File: src/rtl/user_io_pkg.sv
// Shared constants for the MiST user_io SPI channel: command codes, event types,
// FSM encoding and the command decoder used by user_io_mc.
package user_io_pkg;

  localparam logic [7:0] CMD_CORE_ID   = 8'h00;
  localparam logic [7:0] CMD_MOUSE_BTN = 8'h01;
  localparam logic [7:0] CMD_MOUSE     = 8'h04;
  localparam logic [7:0] CMD_KBD       = 8'h05;
  localparam logic [7:0] CMD_STATUS    = 8'h0F;
  localparam logic [7:0] CMD_JOY_BASE  = 8'h10;

  localparam logic [1:0] EVT_MOUSE_X = 2'd0;
  localparam logic [1:0] EVT_MOUSE_Y = 2'd1;
  localparam logic [1:0] EVT_KBD     = 2'd2;

  localparam logic [1:0] ST_IDLE   = 2'd0;
  localparam logic [1:0] ST_CMD    = 2'd1;
  localparam logic [1:0] ST_DATA   = 2'd2;
  localparam logic [1:0] ST_IGNORE = 2'd3;

  typedef enum logic [2:0] {
    OP_CORE_ID,
    OP_MOUSE_BTN,
    OP_MOUSE,
    OP_KBD,
    OP_STATUS,
    OP_JOY,
    OP_NONE
  } op_e;

  // Joystick codes only exist for channels the core actually has.
  function automatic op_e decode_cmd(input logic [7:0] cmd, input int joy_num);
    op_e op;
    int  c;
    op = OP_NONE;
    c  = int'({24'd0, cmd});
    case (cmd)
      CMD_CORE_ID:   op = OP_CORE_ID;
      CMD_MOUSE_BTN: op = OP_MOUSE_BTN;
      CMD_MOUSE:     op = OP_MOUSE;
      CMD_KBD:       op = OP_KBD;
      CMD_STATUS:    op = OP_STATUS;
      default: begin
        if (c >= int'({24'd0, CMD_JOY_BASE}) && (c - int'({24'd0, CMD_JOY_BASE})) < joy_num)
          op = OP_JOY;
      end
    endcase
    return op;
  endfunction

endpackage

File: src/rtl/user_io_fifo.sv
// Synchronous event FIFO of {type, data} entries. A push into a full FIFO is
// accepted only when a pop happens in the same cycle; no push-to-pop bypass.
module user_io_fifo
  import user_io_pkg::*;
#(
  parameter int DEPTH = 8,
  parameter int W     = 10
) (
  input  logic                     clk,
  input  logic                     _rst,
  input  logic                     push,
  input  logic [W-1:0]             push_data,
  input  logic                     pop,
  output logic [W-1:0]             head,
  output logic                     full,
  output logic                     empty,
  output logic [$clog2(DEPTH):0]   count
);

  localparam int AW = $clog2(DEPTH);

  logic [W-1:0]  mem [DEPTH];
  logic [AW-1:0] wr_ptr;
  logic [AW-1:0] rd_ptr;
  logic          do_push;
  logic          do_pop;

  assign empty   = (count == '0);
  assign full    = (count == (AW+1)'(DEPTH));
  assign do_pop  = pop & ~empty;
  assign do_push = push & (~full | do_pop);
  assign head    = mem[rd_ptr];

  always_ff @(posedge clk) begin
    if (do_push) mem[wr_ptr] <= push_data;
  end

  // Pointers wrap naturally because DEPTH is a power of two.
  always_ff @(posedge clk) begin
    if (!_rst) begin
      wr_ptr <= '0;
      rd_ptr <= '0;
      count  <= '0;
    end else begin
      if (do_push) wr_ptr <= wr_ptr + AW'(1);
      if (do_pop)  rd_ptr <= rd_ptr + AW'(1);
      count <= count + (AW+1)'(do_push) - (AW+1)'(do_pop);
    end
  end

endmodule

File: src/rtl/user_io_mc.sv
// MiST user_io SPI command decoder, oversampled on the core clock: joysticks,
// mouse buttons and a buffered keyboard/mouse event stream for minimig.
module user_io_mc
  import user_io_pkg::*;
#(
  parameter int         JOY_NUM     = 4,
  parameter int         JOY_W       = 8,
  parameter int         FIFO_DEPTH  = 8,
  parameter logic [7:0] CORE_ID     = 8'ha1,
  parameter int         SYNC_STAGES = 2
) (
  input  logic                     clk,
  input  logic                     _rst,
  input  logic                     spi_sck,
  input  logic                     spi_ss_n,
  input  logic                     spi_mosi,
  output logic                     spi_miso,
  output logic                     spi_miso_oe,
  output logic [JOY_NUM*JOY_W-1:0] joy,
  output logic [2:0]               mouse_btn,
  output logic                     evt_valid,
  output logic [7:0]               evt_data,
  output logic [1:0]               evt_type,
  input  logic                     evt_ready,
  output logic                     evt_strobe,
  output logic                     overflow,
  output logic [1:0]               dbg_state
);

  localparam int CW = $clog2(FIFO_DEPTH) + 1;
  localparam int JB = JOY_W / 8;

  logic [SYNC_STAGES-1:0] sck_sync, ss_sync, mosi_sync;
  logic sck_s, ss_s, mosi_s;
  logic sck_d, ss_d, ss_armed;
  logic sck_rise, sck_fall, ss_fall, ss_rise;

  logic [2:0] bit_cnt;
  logic [6:0] rx_sr;
  logic [7:0] rx_byte;
  logic       byte_done;

  logic [1:0]  state;
  op_e         cmd_op;
  op_e         op_dec;
  logic [2:0]  joy_sel;
  logic        data_first;
  logic        mouse_y;
  logic [JOY_W-1:0] joy_acc;
  logic [JOY_W-1:0] joy_next;
  logic [1:0]  joy_cnt;
  logic [JOY_NUM-1:0][JOY_W-1:0] joy_r;
  logic [7:0]  tx_sr;

  logic        push;
  logic [9:0]  push_data;
  logic [9:0]  fifo_head;
  logic        fifo_full, fifo_empty;
  logic [CW-1:0] fifo_count;
  logic        drop, status_clear;

  // Synchronisers carry no reset so a reset mid-transfer cannot fake an ss edge.
  always_ff @(posedge clk) begin
    sck_sync  <= {sck_sync[SYNC_STAGES-2:0], spi_sck};
    ss_sync   <= {ss_sync[SYNC_STAGES-2:0], spi_ss_n};
    mosi_sync <= {mosi_sync[SYNC_STAGES-2:0], spi_mosi};
  end

  assign sck_s  = sck_sync[SYNC_STAGES-1];
  assign ss_s   = ss_sync[SYNC_STAGES-1];
  assign mosi_s = mosi_sync[SYNC_STAGES-1];

  // ss_armed waits for a deasserted select, so a transfer cut by reset stays ignored.
  always_ff @(posedge clk) begin
    if (!_rst) begin
      sck_d    <= 1'b0;
      ss_d     <= 1'b1;
      ss_armed <= 1'b0;
    end else begin
      sck_d <= sck_s;
      ss_d  <= ss_s;
      if (ss_s) ss_armed <= 1'b1;
    end
  end

  assign sck_rise = sck_s & ~sck_d;
  assign sck_fall = ~sck_s & sck_d;
  assign ss_fall  = ss_armed & ss_d & ~ss_s;
  assign ss_rise  = ss_s & ~ss_d;

  always_ff @(posedge clk) begin
    if (!_rst) begin
      bit_cnt   <= '0;
      rx_sr     <= '0;
      rx_byte   <= '0;
      byte_done <= 1'b0;
    end else begin
      byte_done <= 1'b0;
      if (ss_fall || ss_rise) begin
        bit_cnt <= '0;
        rx_sr   <= '0;
      end else if (sck_rise && state != ST_IDLE) begin
        rx_sr   <= {rx_sr[5:0], mosi_s};
        bit_cnt <= bit_cnt + 3'd1;
        if (bit_cnt == 3'd7) begin
          byte_done <= 1'b1;
          rx_byte   <= {rx_sr, mosi_s};
        end
      end
    end
  end

  assign op_dec   = decode_cmd(rx_byte, JOY_NUM);
  assign joy_next = JOY_W'({joy_acc, rx_byte});

  assign push = byte_done && !ss_rise && state == ST_DATA &&
                (cmd_op == OP_MOUSE || cmd_op == OP_KBD);
  assign push_data = {(cmd_op == OP_KBD) ? EVT_KBD : (mouse_y ? EVT_MOUSE_Y : EVT_MOUSE_X),
                      rx_byte};
  assign status_clear = byte_done && !ss_rise && state == ST_DATA &&
                        cmd_op == OP_STATUS && data_first;

  always_ff @(posedge clk) begin
    if (!_rst) begin
      state       <= ST_IDLE;
      cmd_op      <= OP_NONE;
      joy_sel     <= '0;
      data_first  <= 1'b0;
      mouse_y     <= 1'b0;
      joy_acc     <= '0;
      joy_cnt     <= '0;
      joy_r       <= '0;
      mouse_btn   <= '0;
      tx_sr       <= '0;
      spi_miso    <= 1'b0;
      spi_miso_oe <= 1'b0;
    end else begin
      spi_miso_oe <= ss_armed & ~ss_s;
      if (ss_rise) begin
        state    <= ST_IDLE;
        joy_acc  <= '0;
        joy_cnt  <= '0;
        tx_sr    <= '0;
        spi_miso <= 1'b0;
      end else if (ss_fall) begin
        state    <= ST_CMD;
        tx_sr    <= '0;
        spi_miso <= 1'b0;
        mouse_y  <= 1'b0;
        joy_acc  <= '0;
        joy_cnt  <= '0;
      end else begin
        if (sck_fall && state != ST_IDLE) begin
          spi_miso <= tx_sr[7];
          tx_sr    <= {tx_sr[6:0], 1'b0};
        end
        if (byte_done) begin
          case (state)
            ST_CMD: begin
              cmd_op     <= op_dec;
              joy_sel    <= rx_byte[2:0];
              data_first <= 1'b1;
              state      <= (op_dec == OP_NONE) ? ST_IGNORE : ST_DATA;
              if (op_dec == OP_CORE_ID) tx_sr <= CORE_ID;
              else if (op_dec == OP_STATUS) tx_sr <= {overflow, 7'(fifo_count)};
            end
            ST_DATA: begin
              data_first <= 1'b0;
              case (cmd_op)
                OP_MOUSE_BTN: mouse_btn <= rx_byte[2:0];
                OP_MOUSE:     mouse_y   <= ~mouse_y;
                OP_JOY: begin
                  // The word only becomes visible once its last byte lands.
                  if (joy_cnt == 2'(JB - 1)) begin
                    for (int n = 0; n < JOY_NUM; n++)
                      if (3'(n) == joy_sel) joy_r[n] <= joy_next;
                    joy_acc <= '0;
                    joy_cnt <= '0;
                  end else begin
                    joy_acc <= joy_next;
                    joy_cnt <= joy_cnt + 2'd1;
                  end
                end
                default: ;
              endcase
            end
            default: ;
          endcase
        end
      end
    end
  end

  assign joy       = joy_r;
  assign dbg_state = state;

  // evt_valid/evt_ready: an entry is consumed on every cycle where both are high;
  // evt_data/evt_type are stable while evt_valid is high and read as zero otherwise.
  assign evt_valid  = ~fifo_empty;
  assign evt_strobe = evt_valid & evt_ready;
  assign {evt_type, evt_data} = fifo_empty ? 10'd0 : fifo_head;
  assign drop = push & fifo_full & ~evt_strobe;

  always_ff @(posedge clk) begin
    if (!_rst)             overflow <= 1'b0;
    else if (drop)         overflow <= 1'b1;
    else if (status_clear) overflow <= 1'b0;
  end

  user_io_fifo #(
    .DEPTH (FIFO_DEPTH),
    .W     (10)
  ) u_fifo (
    .clk       (clk),
    ._rst      (_rst),
    .push      (push),
    .push_data (push_data),
    .pop       (evt_strobe),
    .head      (fifo_head),
    .full      (fifo_full),
    .empty     (fifo_empty),
    .count     (fifo_count)
  );

endmodule

File: config.mk
export PLATFORM = sky130hd
export DESIGN_NAME = user_io_mc
export DESIGN_NICKNAME = d
export VERILOG_FILES = /design/src/rtl/user_io_pkg.sv /design/src/rtl/user_io_fifo.sv /design/src/rtl/user_io_mc.sv
export SDC_FILE = /design/constraint.sdc
export NUM_CORES = 1
export LEC_CHECK = 0
export CAP_MARGIN = 20
export CORE_MARGIN = 1
export CORE_UTILIZATION = 35
export DETAILED_ROUTE_END_ITERATION = 16
export PLACE_DENSITY = 0.52
export SYNTH_ARGS = -nofsm -noshare
export SYNTH_HDL_FRONTEND = slang
export SYNTH_SLANG_ARGS = --single-unit
File: constraint.sdc
create_clock -name clk -period 5.8 [get_ports clk]
set_clock_uncertainty 0.05 [all_clocks]
set_input_delay 0.87 -clock clk [delete_from_list [all_inputs] [get_ports clk]]
set_output_delay 0.87 -clock clk [all_outputs]
set_load 0.02 [all_outputs]
==> flow_metrics.tcl <==
set metrics [dict create \
    status "complete, no violations" \
    fmax_mhz 278 \
    gp_congestion 0.739 \
    grt_first_pass_wirelength_um 25500 \
    port_buffers 57 \
    maxSlewViolCount 0 \
    synth_ff_type "dfxtp_1" \
    ys_async_sr_fraction 0 \
    synth_cells 594 \
    layout.cells.non_filler 922 \
    min_path_type "reg -> reg" \
    dpl.hpwl_um 9840 \
    final_nets 662 \
    cts_buffer_depth 2 \
    dr_total_vias 4683 \
    pin_count 58 \
    synth_warnings 0 \
    setup_viol 0 \
    ys_top_cells_by_count "dfxtp_1 (99), edfxtp_1 (80), nor2_1 (61), a21oi_1 (43), nand3_1 (41)" \
    overflow 0 \
    max-vdd-ir-drop_v 0.000215 \
    postCtsHoldBufs 0 \
    avgSynthCellArea_um2 12.1 \
    die_h_um 146 \
    cts_resized 0 \
    routed_wl_um 15600 \
    coreArea_mm2 0.0202 \
    synth-seq-cells 179 \
    critPathKind "reg -> out" \
    fin_crit_ns 3.60 \
    fillers 1878 \
    synth_edf_count 80 \
    total_power_w 0.00313 \
    clk_pin_slew_ns 0.07 \
    avgRoutedWirePerCell_um 16.9 \
    cts_buffers 17 \
    fin_setup_tns_ns 0 \
    initial_core_util 0.356 \
    clock-sinks 179 \
    grt_usage 0.156 \
    grt_pass1_vias 4693 \
    r2r-start "dbg_state[0]$_SDFFE_PP0P_" \
    worstMarginPinSlew_ns 1.05 \
    hold_start "ss_sync[0]$_DFF_P_" \
    num_rows 52 \
    clk_root_buffer_cell "clkbuf_16" \
    synth_area_leaders "edfxtp_1 (33%), dfxtp_1 (27%), mux4_2 (6.2%), mux2i_1 (5.4%), nor2_1 (3.2%)" \
    r2r_setup_slack_ns 2.77 \
    powerDensity_mw_per_mm2 359 \
    num_antenna_cells 0 \
    endpoint "evt_data[6]" \
    antenna_found_initial 0 \
    die_x_um 146 \
    drc_errors 0 \
    drive_gt1_frac 0.113 \
    cp.required_ns 4.88 \
    syn_to_final_growth_pct 20.8 \
    cp_max_fo 20 \
    die_area_mm2 0.0212 \
    ff2ff_path_depth 6 \
    hold_viol 0 \
    arrival_ns 2.68 \
    cts_tree "done" \
    synth_most_common_cell "dfxtp_1" \
    critPathLaunchType "flop" \
    slew_headroom 0.299 \
    clk_latency_ns 0.43 \
    post_cts_buffers 0 \
    synth.net_count 617 \
    synth_area_leader_cell "edfxtp_1" \
    via_per_inst 5.08 \
    synth_top_cell_area_share 0.333 \
    yosysSeqAreaShare 0.608 \
    hold_path_depth 0 \
    timing.rr.end "u_fifo.mem[3][7]$_DFFE_PP_" \
    endpoint_kind "output pin" \
    period_share 0.621 \
    first_iter_violations 226 \
    synth_area_mm2 0.00721 \
    synth.distinct_cells 55 \
    h-tree-depth 4 \
    grt_max_degree 64 \
    dp_cells 889 \
    max-cap-violations 0 \
    rsz0062_at_grt "no" \
    leakagePower_nw 2.94 \
    ant_nets 0 \
    first_pass_iters 4 \
]
per-stage QoR:
| step | utilization | hold WS [ns] | setup slack (ns) | instance area, µm² |
|---|---|---|---|---|
| 6_report | 0.430 | 0.277 | 2.20 | 8710 |
| 3_5_place_dp | 0.398 | 0.263 | 2.54 | 8060 |
| 4_1_cts | 0.429 | 0.279 | 2.11 | 8690 |
| 5_1_grt | 0.430 | 0.285 | 2.02 | 8710 |
| 2_1_floorplan | - | 0.260 | 2.90 | 7210 |
| 3_3_place_gp | 0.397 | 0.260 | 2.57 | 8040 |
cell usage in the layout, fill, tap and decap left out, types with 2 or more instances in the layout:
cell type        instances
dfxtp_1                 99
edfxtp_1                80
nor2_1                  61
clkdlybuf4s50_1         57
a21oi_1                 43
nand3_1                 41
mux2i_1                 39
o21ai_0                 37
mux4_2                  20
inv_1                   17
clkbuf_16               17
nand2_1                 16
ha_1                    16
nand2b_1                10
and2_1                   8
nor3_1                   6
inv_6                    5
buf_4                    5
a211oi_1                 4
or3_1                    4
nor3_2                   3
and3_1                   3
xnor2_1                  3
bufinv_16                3
clkinv_4                 3
nor4_1                   2
nor2b_1                  2
nand3b_1                 2
nor3b_2                  2
o211ai_1                 2
nor3b_1                  2
o221ai_1                 2
a21o_1                   2
xor2_1                   2
nor4_2                   2
inv_8                    2
metal layers:
metal | vias to the layer above | track usage | wire length [µm]
li1 | 2268 | - | -
met1 | 2307 | 0.207 | 7340
met2 | 91 | 0.253 | 7420
met3 | 17 | 0.0351 | 588
met4 | 0 | 0.0537 | 216
met5 | - | 0 | 0
kinds of logic (layout without fill, tap and decap cells):
group	Yosys count	in the layout	share of synthesized area
AOI/OAI and AO/OA	101	101	0.0793
xor gates and xnor gates	5	5	0.00608
adders and majority gates	17	17	0.0306
buffers and inverters	56	114	0.0309
DFF	179	179	0.608
muxes	60	60	0.118
and+or+nand+nor	176	176	0.127
report_power, final:
| part | leakage, nW | total [W] | switching (W) | internal (W) |
|---|---|---|---|---|
| Sequential | 1.56 | 0.00137 | 0.0000363 | 0.00133 |
| Combinational | 1.07 | 0.000539 | 0.000275 | 0.000264 |
| Clock | 0.306 | 0.00122 | 0.000513 | 0.000704 |
worst min-delay path by stage:
stage / endpoint / slack, ns
after floorplan: mosi_sync[1]$_DFF_P_ / 0.26
after global placement: mosi_sync[1]$_DFF_P_ / 0.26
after detailed placement: sck_sync[1]$_DFF_P_ / 0.26
after CTS: sck_sync[1]$_DFF_P_ / 0.28
after global routing: sck_sync[1]$_DFF_P_ / 0.29
final: ss_sync[1]$_DFF_P_ / 0.28
registers in the layout (all words and copies together) (netlist names), 4 cells and up, named ones only:
| signal | count |
|---|---|
| joy_next | 8 |
| rx_sr | 7 |
| tx_sr | 8 |
| u_fifo.mem | 80 |
| joy | 32 |
| u_fifo.count | 4 |
critical path: stages, from the launching register on:
cell,delay (ns)
dfxtp_1,1.01
mux4_2,0.43
mux2i_1,0.19
nor2_1,0.06
clkdlybuf4s50_1,0.56
layout make-up:
class                   instances  area [µm²]  area share
well taps                     270         338      0.0388
multi-input cells             359        2650       0.304
clock buffers                  18         439      0.0504
inverters                      18        67.6     0.00776
flip-flops and latches        179        4380       0.504
clock inverters                14         190      0.0218
repair buffers                 64         643      0.0739
No activity file was read; power rests on OpenSTA's default activity.
